$ cat src/rtl/cpu_defs_pkg.sv
// Shared pipeline definitions: Tuse/Tnew encodings, MDU latency defaults and
// the RAW hazard predicate used by the stall controller.
package cpu_defs;

  localparam logic [1:0] TUSE_0    = 2'd0;
  localparam logic [1:0] TUSE_1    = 2'd1;
  localparam logic [1:0] TUSE_2    = 2'd2;
  localparam logic [1:0] TUSE_NONE = 2'd3;

  localparam logic [1:0] TNEW_0 = 2'd0;
  localparam logic [1:0] TNEW_1 = 2'd1;
  localparam logic [1:0] TNEW_2 = 2'd2;

  localparam int MULT_CYCLES_DEF = 5;
  localparam int DIV_CYCLES_DEF  = 10;
  localparam int CNT_W_DEF       = 4;

  // A producer only blocks the consumer when its result arrives later than
  // the consumer needs it; $0 and Tnew==0 fall out of this naturally.
  function automatic logic raw_hazard(input logic [4:0] src,
                                      input logic [1:0] tuse,
                                      input logic [4:0] wreg,
                                      input logic [1:0] tnew);
    return (src != 5'd0) && (src == wreg) && (tuse < tnew);
  endfunction

endpackage

$ cat src/rtl/hazard_stall_ctrl_md_busy_timer.sv
// MDU busy tracker: counts down the remaining multiply/divide latency and
// reports busy on the start cycle itself as well as while the count is live.
module md_busy_timer
  import cpu_defs::*;
#(
  parameter int MULT_CYCLES = MULT_CYCLES_DEF,
  parameter int DIV_CYCLES  = DIV_CYCLES_DEF,
  parameter int CNT_W       = CNT_W_DEF
) (
  input  logic             clk,
  input  logic             reset,
  input  logic             md_start,
  input  logic             md_div,
  output logic             md_busy,
  output logic [CNT_W-1:0] busy_cnt
);

  localparam logic [CNT_W-1:0] MULT_LOAD = CNT_W'(MULT_CYCLES);
  localparam logic [CNT_W-1:0] DIV_LOAD  = CNT_W'(DIV_CYCLES);

  // A new start reloads rather than accumulates: the MDU restarts on issue.
  always_ff @(posedge clk) begin
    if (reset) begin
      busy_cnt <= '0;
    end else if (md_start) begin
      busy_cnt <= md_div ? DIV_LOAD : MULT_LOAD;
    end else if (busy_cnt != '0) begin
      busy_cnt <= busy_cnt - 1'b1;
    end
  end

  assign md_busy = md_start | (busy_cnt != '0);

endmodule

$ cat src/rtl/hazard_stall_ctrl.sv
// Pipeline stall/bubble controller: freezes PC and F/D and flushes D/E on
// unresolvable RAW hazards or MDU-busy hazards; counts stalled cycles.
module hazard_stall_ctrl
  import cpu_defs::*;
#(
  parameter int MULT_CYCLES = MULT_CYCLES_DEF,
  parameter int DIV_CYCLES  = DIV_CYCLES_DEF,
  parameter int CNT_W       = CNT_W_DEF
) (
  input  logic        clk,
  input  logic        reset,
  input  logic [4:0]  d_rs,
  input  logic [4:0]  d_rt,
  input  logic [1:0]  d_tuse_rs,
  input  logic [1:0]  d_tuse_rt,
  input  logic        d_md_use,
  input  logic [4:0]  e_wreg,
  input  logic [1:0]  e_tnew,
  input  logic [4:0]  m_wreg,
  input  logic [1:0]  m_tnew,
  input  logic        e_md_start,
  input  logic        e_md_div,
  output logic        pc_en,
  output logic        fd_en,
  output logic        de_clr,
  output logic        md_busy,
  output logic [31:0] stall_cycles
);

  logic             stall_rs;
  logic             stall_rt;
  logic             stall_md;
  logic             stall;
  logic [CNT_W-1:0] busy_cnt;

  md_busy_timer #(
    .MULT_CYCLES (MULT_CYCLES),
    .DIV_CYCLES  (DIV_CYCLES),
    .CNT_W       (CNT_W)
  ) u_md_busy_timer (
    .clk      (clk),
    .reset    (reset),
    .md_start (e_md_start),
    .md_div   (e_md_div),
    .md_busy  (md_busy),
    .busy_cnt (busy_cnt)
  );

  always_comb begin
    stall_rs = raw_hazard(d_rs, d_tuse_rs, e_wreg, e_tnew) |
               raw_hazard(d_rs, d_tuse_rs, m_wreg, m_tnew);
    stall_rt = raw_hazard(d_rt, d_tuse_rt, e_wreg, e_tnew) |
               raw_hazard(d_rt, d_tuse_rt, m_wreg, m_tnew);
    stall_md = d_md_use & md_busy;
    stall    = stall_rs | stall_rt | stall_md;
  end

  // de_clr is deliberately not forced by reset; D/E clears itself on reset.
  assign pc_en  = ~stall;
  assign fd_en  = ~stall;
  assign de_clr = stall;

  always_ff @(posedge clk) begin
    if (reset) begin
      stall_cycles <= '0;
    end else if (stall && (stall_cycles != 32'hFFFF_FFFF)) begin
      stall_cycles <= stall_cycles + 32'd1;
    end
  end

endmodule
$ cat config.mk
export PLATFORM = sky130hd
export DESIGN_NAME = hazard_stall_ctrl
export DESIGN_NICKNAME = d
export VERILOG_FILES = /design/src/rtl/cpu_defs_pkg.sv /design/src/rtl/hazard_stall_ctrl_md_busy_timer.sv /design/src/rtl/hazard_stall_ctrl.sv
export SDC_FILE = /design/constraint.sdc
export NUM_CORES = 1
export LEC_CHECK = 0
export CAP_MARGIN = 30
export CORE_ASPECT_RATIO = 2
export CORE_MARGIN = 4
export CORE_UTILIZATION = 52
export DETAILED_ROUTE_END_ITERATION = 10
export PLACE_DENSITY = 0.86
export SYNTH_ARGS = -nofsm -noshare
export SYNTH_HDL_FRONTEND = slang
export SYNTH_HIERARCHICAL = 1
export SYNTH_SLANG_ARGS = --single-unit
$ cat constraint.sdc
create_clock -name clk -period 10.3 [get_ports clk]
set_clock_uncertainty 0.2 [all_clocks]
set_input_delay 2.575 -clock clk [delete_from_list [all_inputs] [get_ports clk]]
set_output_delay 2.575 -clock clk [all_outputs]
set_load 0.01 [all_outputs]
==> impl_metrics.json <==
{
  "drt_iter0_drc": 108,
  "antenna_found_initial": 0,
  "crit_path_start_kind": "primary input",
  "cp_num_buf_inv": 4,
  "synth_top_flop_cell": "dfxtp_1",
  "crit_arrival_ns": 5.32,
  "wl_mm": 7.29,
  "root_buffer": "clkbuf_8",
  "portBuffers": 68,
  "ys_warn_count": 6,
  "ios": 69,
  "firstDrtPassIters": 4,
  "cts.path.max_buffers": 2,
  "crit_type": "primary input to primary output",
  "dr_total_vias": 2496,
  "die_w_um": 55.9,
  "max_stage_delay_ns": 0.73,
  "h-tree-depth": 2,
  "synth_nets": 324,
  "cts_hold_buf": 0,
  "maxCapViolCount": 0,
  "drive_above_1_share_pct": 8.41,
  "rsz0062_at_grt": "no",
  "cts_tree": "yes",
  "cp_top_family": "buffers and inverters",
  "drc": 0,
  "via_per_inst": 6.26,
  "crit_top_cell": "clkdlybuf4s50_1",
  "fin_crit_sh_pct": 78.6,
  "slew_viol_final": 0,
  "cts_resized": 0,
  "numCtsBuffers": 5,
  "syn_to_final_growth_pct": 32.7,
  "syn_area_um2": 2380,
  "peakVddDrop_uv": 109,
  "initial_core_util_pct": 54.4,
  "synth.avg_cell_area_um2": 8.40,
  "power.density_nw_per_um2": 110,
  "end_kind": "primary output",
  "ant_nets": 0,
  "die_h_um": 104,
  "ys_seq_elements": 36,
  "grt_start_max_net_pins": 47,
  "gp_congestion": 1.04,
  "diodes": 0,
  "path_cells": "clkdlybuf4s50_1, inv_1, ha_1, a2111oi_0, nand4_1, a21oi_2, a211oi_4, inv_2, clkdlybuf4s50_1",
  "slowest_stage": "a2111oi_0",
  "setup_viol": 0,
  "dieArea_um2": 5800,
  "p_leak_nw": 1.01,
  "final-hold-violation-count": 0,
  "overflow": 0,
  "fin_crit_ns": 8.10,
  "max_freq_ghz": 0.124,
  "netlist_instances": 284,
  "wl_per_cell_um": 18.3,
  "track_usage_pct": 25.7,
  "rows": 34,
  "insertion_delay_ns": 0.29,
  "slew_headroom_pct": 43.3,
  "power.total_mw": 0.349,
  "pre_cts_slack_ns": 2.22,
  "ys_seq_area_share_pct": 30.2,
  "grt_pass1_vias": 2500,
  "outcome": "finished clean",
  "final.setup.worst_slack_ns": 2.20,
  "synth_edf_count": 0,
  "finalNetCount": 384,
  "crit_fanout": 16,
  "cts.reportedPaths.clkPinSlew_ns": 0.08,
  "worstMarginPinSlew_ns": 0.829,
  "required_ns": 7.53,
  "synthArstFlopShare_pct": 0,
  "hpwl_mm": 5.38,
  "min-delay-path-class": "register to register",
  "grt_pass1_wl_mm": 12.1,
  "core_area_um2": 4380,
  "cts_setup_buffers": 0,
  "yosysUniqueCellTypes": 48,
  "cts.sinks": 36,
  "setup-tns-final_ns": 0
}
## cell type report
type,count,area [µm²]
Multi-Input combinational cell,225,1530
Fill cell,363,1220
Sequential cell,36,721
Timing Repair Buffer,70,696
Clock buffer,7,96.3
Tap cell,54,67.6
Clock inverter,1,30.0
Inverter,6,22.5
## worst paths after layout
kind	from	to	slack, ns	cells after the start
max	m_tnew[1]	de_clr	2.20	9
min	stall_cycles[27]	stall_cycles[27]	0.31	2
min reg2reg	stall_cycles[27]	stall_cycles[27]	0.31	2
max reg2reg	stall_cycles[4]	stall_cycles[18]	7.25	6
## cells in the mapped netlist (2+ instances only)
cell type   n  share of area [%]
ha_1        7                3.7
dfxtp_1    36                 30
buf_2       3               0.63
buf_4       4                1.3
or4_1      12                3.8
nand4_1    18                4.7
o41ai_1     2               0.73
and4_1      3                1.1
o22ai_1     3               0.79
xor2_1      8                2.9
nand2_1    14                2.2
o21ai_0    12                2.5
nand2b_1    6                1.6
nor3_1      5                1.0
clkbuf_1    6               0.94
buf_6       2               0.94
inv_1       5               0.79
nor2b_1     8                2.1
and3_1      6                1.6
a21oi_1    26                5.5
nor3b_2     2                1.0
nor2_1     12                1.9
nand3_1    13                2.7
o31ai_1    10                3.1
mux2_2      7                3.3
a2111oi_0   3                1.1
xnor2_1    15                5.5
or3_1      16                4.2
## cells by family after synthesis
group,Yosys count,synth area share (%)
and+or+nand+nor,126,32.4
AOI/OAI and AO/OA,61,15.9
DFF,36,30.2
xor gates and xnor gates,23,8.45
buffers and inverters,23,5.51
muxes,8,3.78
adders and majority gates,7,3.67
## report_power, final
| group | switching (mW) | internal, mW |
|---|---|---|
| registers | 0.00277 | 0.142 |
| clock network | 0.0511 | 0.0854 |
| logic | 0.0344 | 0.0333 |
| total | 0.0883 | 0.261 |
## per-layer routing
layer | vias to the layer above | track usage (%) | wire length (µm)
li1 | 1188 | - | -
met1 | 1181 | 25.5 | 2430
met2 | 103 | 48.4 | 4120
met3 | 24 | 4.48 | 390
met4 | 0 | 14.4 | 344
met5 | - | 0 | 0
## stage by stage
step / cells / util, % / instance area [µm²] / hold slack (ns)
2_1_floorplan: 284 / - / 2380 / 0.304
3_3_place_gp: 391 / 69.4 / 3040 / 0.288
3_5_place_dp: 391 / 69.4 / 3040 / 0.292
4_1_cts: 399 / 72.2 / 3170 / 0.306
5_1_grt: 399 / 72.2 / 3170 / 0.334
6_report: 399 / 72.2 / 3170 / 0.306
## worst reg2reg max path: cells and delay by family, from the launching register on
family        cells  cell delay, ns
mux               1            0.27
simple gates      5            2.00
flops             1            0.46
## state kept, by name (all words and copies together), names as in the netlist
name                      flops
stall_cycles                 32
u_md_busy_timer/busy_cnt      4
## layout by cell type, fill, tap and decap left out, types with 2 or more instances in the layout
cell type         n
a2111oi_0         3
nor3_1            5
nand3_1          13
and3_1            6
nor2_1           12
dfxtp_1          36
xor2_1            8
nor3b_2           2
nor2b_1           8
o41ai_1           2
clkdlybuf4s50_1  68
nand4_1          18
nand2_1          14
clkbuf_8          7
mux2_2            7
or4_1            12
ha_1              7
or3_1            16
nand2b_1          6
inv_1             5
and4_1            3
o21ai_0          12
a21oi_1          26
o31ai_1          10
buf_4             2
o22ai_1           3
xnor2_1          15
Power figures use the tool's default switching activity.
